==> config.mk <==
export PLATFORM = sky130hd
export DESIGN_NAME = alu_issue_stage
export DESIGN_NICKNAME = d
export VERILOG_FILES = /design/src/rtl/alu_defs_pkg.sv /design/src/rtl/regfile_8x8.sv /design/src/rtl/alu_issue_stage.sv
export SDC_FILE = /design/constraint.sdc
export NUM_CORES = 1
export LEC_CHECK = 0
export ABC_AREA = 1
export CORE_ASPECT_RATIO = 0.7
export CORE_MARGIN = 5
export CORE_UTILIZATION = 51
export CTS_BUF_LIST = sky130_fd_sc_hd__clkbuf_16
export DETAILED_ROUTE_END_ITERATION = 7
export GPL_TIMING_DRIVEN = 0
export HOLD_SLACK_MARGIN = 0.15
export MAX_ROUTING_LAYER = met4
export PLACE_DENSITY_LB_ADDON = 0.3
export SKIP_LAST_GASP = 1
export SLEW_MARGIN = 15
export SYNTH_ARGS = -nofsm -noshare
export SYNTH_HDL_FRONTEND = slang
export SYNTH_SLANG_ARGS = --single-unit
==> constraint.sdc <==
create_clock -name clock -period 1.3 [get_ports clock]
set_input_delay 0.13 -clock clock [delete_from_list [all_inputs] [get_ports clock]]
set_output_delay 0.13 -clock clock [all_outputs]
set_load 0.005 [all_outputs]
==> src/rtl/alu_defs_pkg.sv <==
// Shared definitions for the ALU issue stage: opcodes, flag bit positions,
// FSM state encoding, instruction field positions and the commit decode.
package alu_defs;

    localparam int DATA_W = 8;
    localparam int IDX_W  = 3;
    localparam int OP_W   = 5;
    localparam int IM_W   = 3;
    localparam int FLAG_W = 4;

    // Opcodes understood by the ALU and by the commit decode.
    localparam logic [OP_W-1:0] OP_NOP   = 5'b00000;
    localparam logic [OP_W-1:0] OP_ADD   = 5'b00001;
    localparam logic [OP_W-1:0] OP_AND   = 5'b00010;
    localparam logic [OP_W-1:0] OP_SUB   = 5'b00011;
    localparam logic [OP_W-1:0] OP_OR    = 5'b00100;
    localparam logic [OP_W-1:0] OP_XOR   = 5'b00101;
    localparam logic [OP_W-1:0] OP_MOV   = 5'b00110;
    localparam logic [OP_W-1:0] OP_NOT   = 5'b01000;
    localparam logic [OP_W-1:0] OP_SAR   = 5'b01001;
    localparam logic [OP_W-1:0] OP_SLR   = 5'b01010;
    localparam logic [OP_W-1:0] OP_SAL   = 5'b01011;
    localparam logic [OP_W-1:0] OP_SLL   = 5'b01100;
    localparam logic [OP_W-1:0] OP_ROL   = 5'b01101;
    localparam logic [OP_W-1:0] OP_ROR   = 5'b01110;
    localparam logic [OP_W-1:0] OP_SHOWR = 5'b11111;

    // Bit positions inside the 4-bit {CF,ZF,SF,OF} flag vector.
    localparam int FLAG_CF = 3;
    localparam int FLAG_ZF = 2;
    localparam int FLAG_SF = 1;
    localparam int FLAG_OF = 0;

    // Instruction word field positions; bits [1:0] carry no meaning.
    localparam int INSTR_OP_HI = 15;
    localparam int INSTR_OP_LO = 11;
    localparam int INSTR_RD_HI = 10;
    localparam int INSTR_RD_LO = 8;
    localparam int INSTR_RS_HI = 7;
    localparam int INSTR_RS_LO = 5;
    localparam int INSTR_IM_HI = 4;
    localparam int INSTR_IM_LO = 2;

    // One instruction walks IDLE -> ISSUE -> WRITE -> IDLE.
    typedef enum logic [1:0] {
        ST_IDLE  = 2'd0,
        ST_ISSUE = 2'd1,
        ST_WRITE = 2'd2
    } state_e;

    // What the WRITE cycle does with the captured ALU result.
    typedef enum logic [2:0] {
        CM_NONE,       // no register write, flags untouched
        CM_REG_FLAGS,  // write R[rd] and the flag register
        CM_REG_ONLY,   // write R[rd], flags untouched
        CM_SHOW,       // publish the result on show_data
        CM_ILLEGAL     // undefined opcode: nothing changes, flag it
    } commit_e;

    function automatic commit_e commit_class(input logic [OP_W-1:0] op);
        commit_e cls;
        case (op)
            OP_ADD, OP_AND, OP_SUB, OP_OR, OP_XOR,
            OP_SAR, OP_SLR, OP_SAL, OP_SLL, OP_ROL, OP_ROR: cls = CM_REG_FLAGS;
            OP_MOV, OP_NOT:                                 cls = CM_REG_ONLY;
            OP_NOP:                                         cls = CM_NONE;
            OP_SHOWR:                                       cls = CM_SHOW;
            default:                                        cls = CM_ILLEGAL;
        endcase
        return cls;
    endfunction

endpackage

==> src/rtl/regfile_8x8.sv <==
// 8-entry x 8-bit register file: one synchronous write port and three
// asynchronous read ports (destination operand, source operand, debug).
module regfile_8x8
    import alu_defs::*;
#(
    parameter int               NREG    = 8,
    parameter logic [DATA_W-1:0] RST_VAL = '0
) (
    input  logic              clock,
    input  logic              reset_n,
    input  logic              we_i,
    input  logic [IDX_W-1:0]  waddr_i,
    input  logic [DATA_W-1:0] wdata_i,
    input  logic [IDX_W-1:0]  rd_addr_i,
    output logic [DATA_W-1:0] rd_data_o,
    input  logic [IDX_W-1:0]  rs_addr_i,
    output logic [DATA_W-1:0] rs_data_o,
    input  logic [IDX_W-1:0]  dbg_addr_i,
    output logic [DATA_W-1:0] dbg_data_o
);

    logic [DATA_W-1:0] mem_q [NREG];

    // Storage array: cleared on reset, one entry written per enabled edge.
    always_ff @(posedge clock or negedge reset_n) begin
        if (!reset_n) begin
            // NOTE: the architectural registers have a defined reset value, so the
            // array is reset entry by entry; this keeps it in flops, not RAM macros.
            for (int i = 0; i < NREG; i++) begin
                mem_q[i] <= RST_VAL;
            end
        end else if (we_i) begin
            // NOTE: state is always updated with <= so every reader in this edge
            // sees the pre-edge value regardless of process order.
            mem_q[waddr_i] <= wdata_i;
        end
    end

    // Read ports are plain muxes; a write becomes visible after its edge.
    assign rd_data_o  = mem_q[rd_addr_i];
    assign rs_data_o  = mem_q[rs_addr_i];
    assign dbg_data_o = mem_q[dbg_addr_i];

endmodule

==> src/rtl/alu_issue_stage.sv <==
// Operand/issue stage for the 8-bit ALU. Reads operands at accept, presents
// them and the opcode to the ALU for one cycle, captures the result and
// flags, then commits to the register file and the architectural flags.
// All sequential state around the ALU lives here.
module alu_issue_stage
    import alu_defs::*;
#(
    parameter int                NREG    = 8,
    parameter logic [DATA_W-1:0] RST_VAL = '0
) (
    input  logic        clock,
    input  logic        reset_n,
    input  logic        instr_valid,
    output logic        instr_ready,
    input  logic [15:0] instr,
    output logic [7:0]  alu_in1,
    output logic [7:0]  alu_in2,
    output logic [2:0]  alu_im,
    output logic [4:0]  alu_op,
    input  logic [7:0]  alu_res,
    input  logic        alu_cf,
    input  logic        alu_zf,
    input  logic        alu_sf,
    input  logic        alu_of,
    output logic [3:0]  flags,
    output logic [7:0]  show_data,
    output logic        show_valid,
    output logic        done,
    output logic        illegal_op,
    input  logic [2:0]  dbg_addr,
    output logic [7:0]  dbg_data
);

    state_e state_q, state_d;

    // Latched instruction fields and operands.
    logic [OP_W-1:0]   op_q;
    logic [IDX_W-1:0]  rd_q;
    logic [IM_W-1:0]   im_q;
    logic [DATA_W-1:0] in1_q;
    logic [DATA_W-1:0] in2_q;

    // ALU result and flags captured at the end of ISSUE.
    logic [DATA_W-1:0] res_q;
    logic [FLAG_W-1:0] alu_flags;
    logic [FLAG_W-1:0] alu_flags_q;

    // Architectural state and one-cycle status pulses.
    logic [FLAG_W-1:0] flags_q;
    logic [DATA_W-1:0] show_data_q;
    logic              show_valid_q;
    logic              done_q;
    logic              illegal_q;

    // Register file hookup.
    logic              rf_we;
    logic [DATA_W-1:0] rf_rd_data;
    logic [DATA_W-1:0] rf_rs_data;

    logic    accept;
    logic    in_write;
    commit_e commit_cls;
    logic    unused_instr_bits;

    assign instr_ready = (state_q == ST_IDLE);
    assign accept      = instr_valid && instr_ready;
    assign in_write    = (state_q == ST_WRITE);
    assign commit_cls  = commit_class(op_q);

    // Bits [1:0] of the instruction word carry no meaning.
    assign unused_instr_bits = ^instr[1:0];

    // Pack the ALU flag inputs into the architectural bit order.
    assign alu_flags[FLAG_CF] = alu_cf;
    assign alu_flags[FLAG_ZF] = alu_zf;
    assign alu_flags[FLAG_SF] = alu_sf;
    assign alu_flags[FLAG_OF] = alu_of;

    regfile_8x8 #(
        .NREG    (NREG),
        .RST_VAL (RST_VAL)
    ) u_regfile (
        .clock      (clock),
        .reset_n    (reset_n),
        .we_i       (rf_we),
        .waddr_i    (rd_q),
        .wdata_i    (res_q),
        .rd_addr_i  (instr[INSTR_RD_HI:INSTR_RD_LO]),
        .rd_data_o  (rf_rd_data),
        .rs_addr_i  (instr[INSTR_RS_HI:INSTR_RS_LO]),
        .rs_data_o  (rf_rs_data),
        .dbg_addr_i (dbg_addr),
        .dbg_data_o (dbg_data)
    );

    // FSM state register.
    always_ff @(posedge clock or negedge reset_n) begin
        if (!reset_n) begin
            state_q <= ST_IDLE;
        end else begin
            state_q <= state_d;
        end
    end

    // FSM next state; the opcode reaches the ALU only during ISSUE.
    always_comb begin
        // NOTE: every output of this block gets a default first, so no path
        // through the case can leave one unassigned and infer a latch.
        state_d = state_q;
        alu_op  = OP_NOP;
        case (state_q)
            ST_IDLE: begin
                if (accept) begin
                    state_d = ST_ISSUE;
                end
            end
            ST_ISSUE: begin
                alu_op  = op_q;
                state_d = ST_WRITE;
            end
            ST_WRITE: begin
                state_d = ST_IDLE;
            end
            default: begin
                state_d = ST_IDLE;
            end
        endcase
    end

    // Latch the instruction fields and both operands on accept; the register
    // file cannot change before this instruction commits, so no forwarding.
    always_ff @(posedge clock or negedge reset_n) begin
        if (!reset_n) begin
            op_q  <= OP_NOP;
            rd_q  <= '0;
            im_q  <= '0;
            in1_q <= '0;
            in2_q <= '0;
        end else if (accept) begin
            op_q  <= instr[INSTR_OP_HI:INSTR_OP_LO];
            rd_q  <= instr[INSTR_RD_HI:INSTR_RD_LO];
            im_q  <= instr[INSTR_IM_HI:INSTR_IM_LO];
            in1_q <= rf_rd_data;
            in2_q <= rf_rs_data;
        end
    end

    // Capture the ALU result and flags at the edge closing ISSUE.
    always_ff @(posedge clock or negedge reset_n) begin
        if (!reset_n) begin
            res_q       <= '0;
            alu_flags_q <= '0;
        end else if (state_q == ST_ISSUE) begin
            res_q       <= alu_res;
            alu_flags_q <= alu_flags;
        end
    end

    // Register-file write at the edge closing WRITE, for result-producing ops.
    assign rf_we = in_write &&
                   ((commit_cls == CM_REG_FLAGS) || (commit_cls == CM_REG_ONLY));

    // Commit flags / show data and raise the one-cycle status pulses.
    always_ff @(posedge clock or negedge reset_n) begin
        if (!reset_n) begin
            flags_q      <= '0;
            show_data_q  <= '0;
            show_valid_q <= 1'b0;
            done_q       <= 1'b0;
            illegal_q    <= 1'b0;
        end else begin
            done_q       <= in_write;
            show_valid_q <= in_write && (commit_cls == CM_SHOW);
            illegal_q    <= in_write && (commit_cls == CM_ILLEGAL);
            if (in_write && (commit_cls == CM_REG_FLAGS)) begin
                flags_q <= alu_flags_q;
            end
            if (in_write && (commit_cls == CM_SHOW)) begin
                show_data_q <= res_q;
            end
        end
    end

    assign alu_in1    = in1_q;
    assign alu_in2    = in2_q;
    assign alu_im     = im_q;
    assign flags      = flags_q;
    assign show_data  = show_data_q;
    assign show_valid = show_valid_q;
    assign done       = done_q;
    assign illegal_op = illegal_q;

endmodule

* Word-level counts from Yosys, hierarchy flattened
Memory sizes are Yosys's and may differ from the RTL's. Cells that the tools add are included.
Operators by class: $lt $le $gt $ge 5, multiply operators 0, reduce and logical (&&, ||, !) cells 8, divide/modulo/power cells 0, bitwise operators 4, shift-type cells 0, mux-type cells 15, eq/ne operators 7, $add $sub $neg 0
Operator list (count):
- binary-select mux 8 bit (select 3 bit) | 3
- bitwise mux 64 bit | 1
- two-way mux 8 bit | 7
- demux 8 bit (select 3 bit) | 1
- greater-or-equal comparator 4 bit, second input constant | 4
- NOT 3 -> 4 bit | 4
- equality test 3 x 2 -> 1 bit, second input constant | 2
- logical AND 1 bit | 6
- two-way mux 5 bit | 1
- < comparator 4 x 1 -> 1 bit, second input constant | 1
- one-hot mux 2 bit (2 select lines) | 1
- equality test 3 x 1 -> 1 bit, second input constant | 1
- equality test 3 bit, second input constant | 1
- equality test 2 x 1 -> 1 bit, second input constant | 1
- equality test 2 bit, second input constant | 1
- logical NOT 2 bit | 1
- two-way mux 2 bit | 1
- != test 2 x 1 -> 1 bit, second input constant | 1
- logical OR 1 bit | 1
Word-level totals: register bits after elaboration 120, memories kept 1, input port bits 34, logic and storage cells 61, output and inout port bits 48, latch bits 0, ROM bits 96, RAM bits 0
Memories:
- (no name shown) | words 32, width 3, rd ports 1, clocked after Yosys merged registers in 0, wr ports 0, line alu_defs_pkg.sv:62 | case (op)

* Depth between registers and ports, before layout
depth after elaboration 6, mapped depth 9, gate-level depth less buffers 8

* Hierarchy
Synthesis repeated with hierarchy kept, for this count alone.
Second synthesis, totals: cell total of the unflattened synthesis 986, area total of the unflattened synthesis 6638.9 µm²
By module, submodules not included:
- regfile_8x8 | instances 1, cells each 739, area an instance 4414.2 µm², seq. area each 1601.5 µm²
- alu_issue_stage | instances 1, cells each 247, area an instance 2224.6 µm², seq. area each 1401.3 µm²

* Worst setup path after synthesis
OpenSTA, ideal clock, no wires.
path kind reg-to-reg, from register op_q[1], to register u_regfile.mem_q[24] in the netlist's numbering, clock period less this slack 1409 ps, arrival 1291 ps, cell stages (with the launch flop) 7, data required time 1182 ps, slack -109 ps, buffers on the path 0, library setup time 118 ps, cells stage by stage dfrtp_1 nand3_1 nand2_2 o21ai_4 nand3_1 nand2_1 nand2_1
On the way: word-level cells in the longest chain between the ends 4, elaborated cells between the ends (all ways) 5, those cells by class 2 x eq/ne; 2 x reduce/logical; 1 x memory
Ends and longest elaborated chain:
- start, declared | line alu_issue_stage.sv:37 | logic [OP_W-1:0] op_q;
- start signal, assigned | line alu_issue_stage.sv:140 | op_q <= instr[INSTR_OP_HI:INSTR_OP_LO];
- memory read (32 x 3 bit) *
- equality test 3 x 1 -> 1 bit / equality test 3 x 2 -> 1 bit (equally long branches) | line alu_issue_stage.sv:161 | ((commit_cls == CM_REG_FLAGS) || (commit_cls == CM_REG_ONLY));
- logical OR 1 bit * | line alu_issue_stage.sv:161
- logical AND 1 bit * | line alu_issue_stage.sv:160 | assign rf_we = in_write &&
- end signal, assigned by index | line regfile_8x8.sv:35 | mem_q[waddr_i] <= wdata_i;
- end, declared | line regfile_8x8.sv:22 | logic [DATA_W-1:0] mem_q [NREG];
Mark *: on every way between the ends. The rest lies on a longest branch, timed or not. A chain may end at the register's enable or synchronous reset.

* Worst setup path in the final report
from register op_q[3], to register u_regfile.mem_q[21] in the netlist's numbering
The elaborated chain is that of the path after synthesis.

==> summary.md <==
| Metric | Value |
|---|---|
| Layout net count | 1076 |
| WHS | 0.190 ns |
| Crit-path max cell delay | 0.42 ns |
| Arr. time, crit path | 1.96 ns |
| Congestion Overflow GR | 0 |
| Area share of and/or/nand/nor cells after synthesis | 29.6% |
| Setup Crit Path Kind | reg2reg |
| Worst Hold Class | in2async |
| Worst-margin pin slew | 0.527 ns |
| DRC errors left | 0 |
| Final core occ | 74.6% |
| PortBufs | 76 |
| Area of the mapped netlist | 6590 um2 |
| Initial DRC Count | 1223 |
| CP dominant cell by count | nand2_2 |
| Vias after detailed routing | 7543 |
| Area delta synth->final | 42.0% |
| Die H | 105 um |
| Synth Area in Compound Gates | 16.1% |
| Most frequent cells in the layout | nand2_1, dfrtp_1, o21ai_0 |
| Fraction of the mapped netlist area in adder cells | 0% |
| Maximum clock insertion buffer count | 2 |
| Setup-failing EPs final | 87 |
| Largest net degree at the start of global routing | 79 |
| Setup crit end kind | flop |
| Drt first pass iters | 6 |
| Clk_skew | 0.0121 ns |
| CP bufs+invs | 3 |
| Final worst path period need | 1.67 ns |
| Max-Cap Viols | 0 |
| Antenna Violating Nets Remaining | 0 |
| Final Cell Area | 9360 um2 |
| # placed instances | 1117 |
| Cell count after synthesis | 878 |
| Status | finished, violations left |
| Unrepaired setup endpoints after global routing | true |
| Overall Power | 19.3 mW |
| Leakage | 4.55 nW |
| Post-synthesis sequential area ratio | 45.6% |
| Fmax | 600 MHz |
| Ant diodes | 0 |
| Fin. Hold Viols | 0 |
| Slew HR | 64.9% |
| Post-route clock period utilization | 128% |
| CTS buffer count | 17 |
| CP Cell Sequence | inv_2 > nand3_1 > nand2_2 > o21ai_4 > buf_12 > buf_4 > nand3_4 > nand2_2 > nand2_1 |
| Initial Util | 52.5% |
| Die ar. | 15300 um2 |
| Clock root buffer | clkbuf_16 |
| YS warnings | 0 |
| Vias in the first global route | 6839 |
| Failing checks | negative setup slack |
| VDD IR max | 1.70 mV |
| Initial antenna violation count | 0 |
| Kind of cell adding the most delay to the critical path | simple AND/OR/NAND/NOR gates |
| Gpl congestion | 1.04 |
| Number of distinct library cells after synthesis | 21 |
| Post-Layout Cell Count | 1217 |
| Slowest CP cell | dfrtp_1 |
| CP max FO | 8 |
| WL final | 27400 um |
| DP Area | 7590 um2 |
| R2R Path Start | op_q[3] |
| Core Area | 12500 um2 |
| Xor and xnor area share after synthesis | 0% |
| Crit path launch | op_q[3] |
| Setup ws final | -0.367 ns |
| H-tree depth | 4 |
| Top-level I/O count | 82 |
| Post-Synthesis Mean Instance Area | 7.50 um2 |
| Layout cells sized above 1 | 30.0% |
| Detailed placer's ending HPWL | 17300 um |
| Clk Latency, worst-skew pair | 0.43 ns |
| Setup TNS | -19.98 ns |
| CP required | 1.60 ns |
| Cell Rows | 34 |
| Avg WL per Cell | 22.5 um |
| Largest family of logic cells by synthesized area | simple AND/OR/NAND/NOR gates |
| PD cells | 2060 nW/um2 |
| CTS tree | yes |
| DR vias/cell | 6.20 |
| Synthesized net count | 912 |
| Global Route Usage Sum | 34.3% |
| Die width | 146 um |
| Global-route wire length before repair | 39600 um |
| Mux share of post-synthesis cell area | 0% |
| CTS Sinks | 120 |
| Commonest non-fill, non-tap cell in the layout | nand2_1 |
| Type of origin of the critical path | flop |
| #FFs+latches synth | 120 |
| Max-slew violation count | 0 |
| Worst-path clk slew | 0.07 ns |
| Pre-CTS WS | -1.11 ns |
[Yosys cell counts]
cell        n  share of area (%)
nand3_2     4               0.61
nand2_1   240                 14
clkbuf_2    8               0.61
dfrtp_1   120                 46
nand3_1    38                2.9
buf_4       3               0.34
buf_1       3               0.17
clkbuf_1   26                1.5
nand4_1    65                6.2
inv_2       2               0.11
clkinv_1    1              0.057
buf_12      7                2.1
nor3_2      5               0.76
nand2_2     3               0.28
buf_2      15                1.1
o21ai_4     1               0.25
nor2_1     78                4.4
a21oi_1    49                3.7
inv_1      47                2.7
nor3_4      3               0.74
o21ai_0   160                 12
[state kept, by name (all words and copies together), names as in the netlist, 2 cells and up]
name / flops
alu_in2: 8
alu_in1: 8
flags: 4
res_q: 8
op_q: 5
rd_q: 3
show_data: 8
u_regfile.mem_q: 64
alu_flags_q: 4
state_q: 2
alu_im: 3
[logic make-up after synthesis]
kind of cell,Yosys count
AO/OA/AOI/OAI,210
buffers and inverters,112
flip-flops,120
AND/OR/NAND/NOR,436
[cell type report]
type / count / area [um2]
fillers: 903 / 3190
repair buffers: 145 / 1330
well taps: 162 / 203
inverters: 50 / 204
multi-input cells: 647 / 3420
plain buffers: 61 / 538
clock inverters: 15 / 215
clock buffers: 17 / 425
flip-flops and latches: 120 / 3020
[per-layer routing]
layer	part of all wire (%)	vias up	wire, um	track usage, %
met1	41	3564	11100	48.6
met4	3.3	0	907	9.82
met3	15	101	4050	10.7
met5	0	-	0	-
met2	41	583	11300	47.4
li1	-	3295	-	-
[final timing paths]
check / slack (ns) / to / cells after the start
worst max register to register: -0.37 / u_regfile.mem_q[21] / 9
worst min register to register: 0.47 / alu_in2[3] / 2
worst max-delay path: -0.37 / u_regfile.mem_q[21] / 9
min in group clock: 0.25 / alu_im[2] / 3
worst min-delay path: 0.19 / show_data[5] / 2
max in group asynchronous: 0.36 / op_q[1] / 3
[where the power goes]
group,internal (mW),leakage (nW),switching (mW)
combinational,3.36,2.68,4.32
sequential,4.95,1.56,1.38
clock,3.26,0.314,2.01
[repair_timing]
item                       4_1_cts  5_1_grt
buffers inserted                55       10
cloned                           1        5
pin swaps                       42       23
resized for setup              270      109
hold buffers                     1        0
hold endpoints to repair       120        0
setup endpoints to repair      166      117
Power figures use the tool's default switching activity.
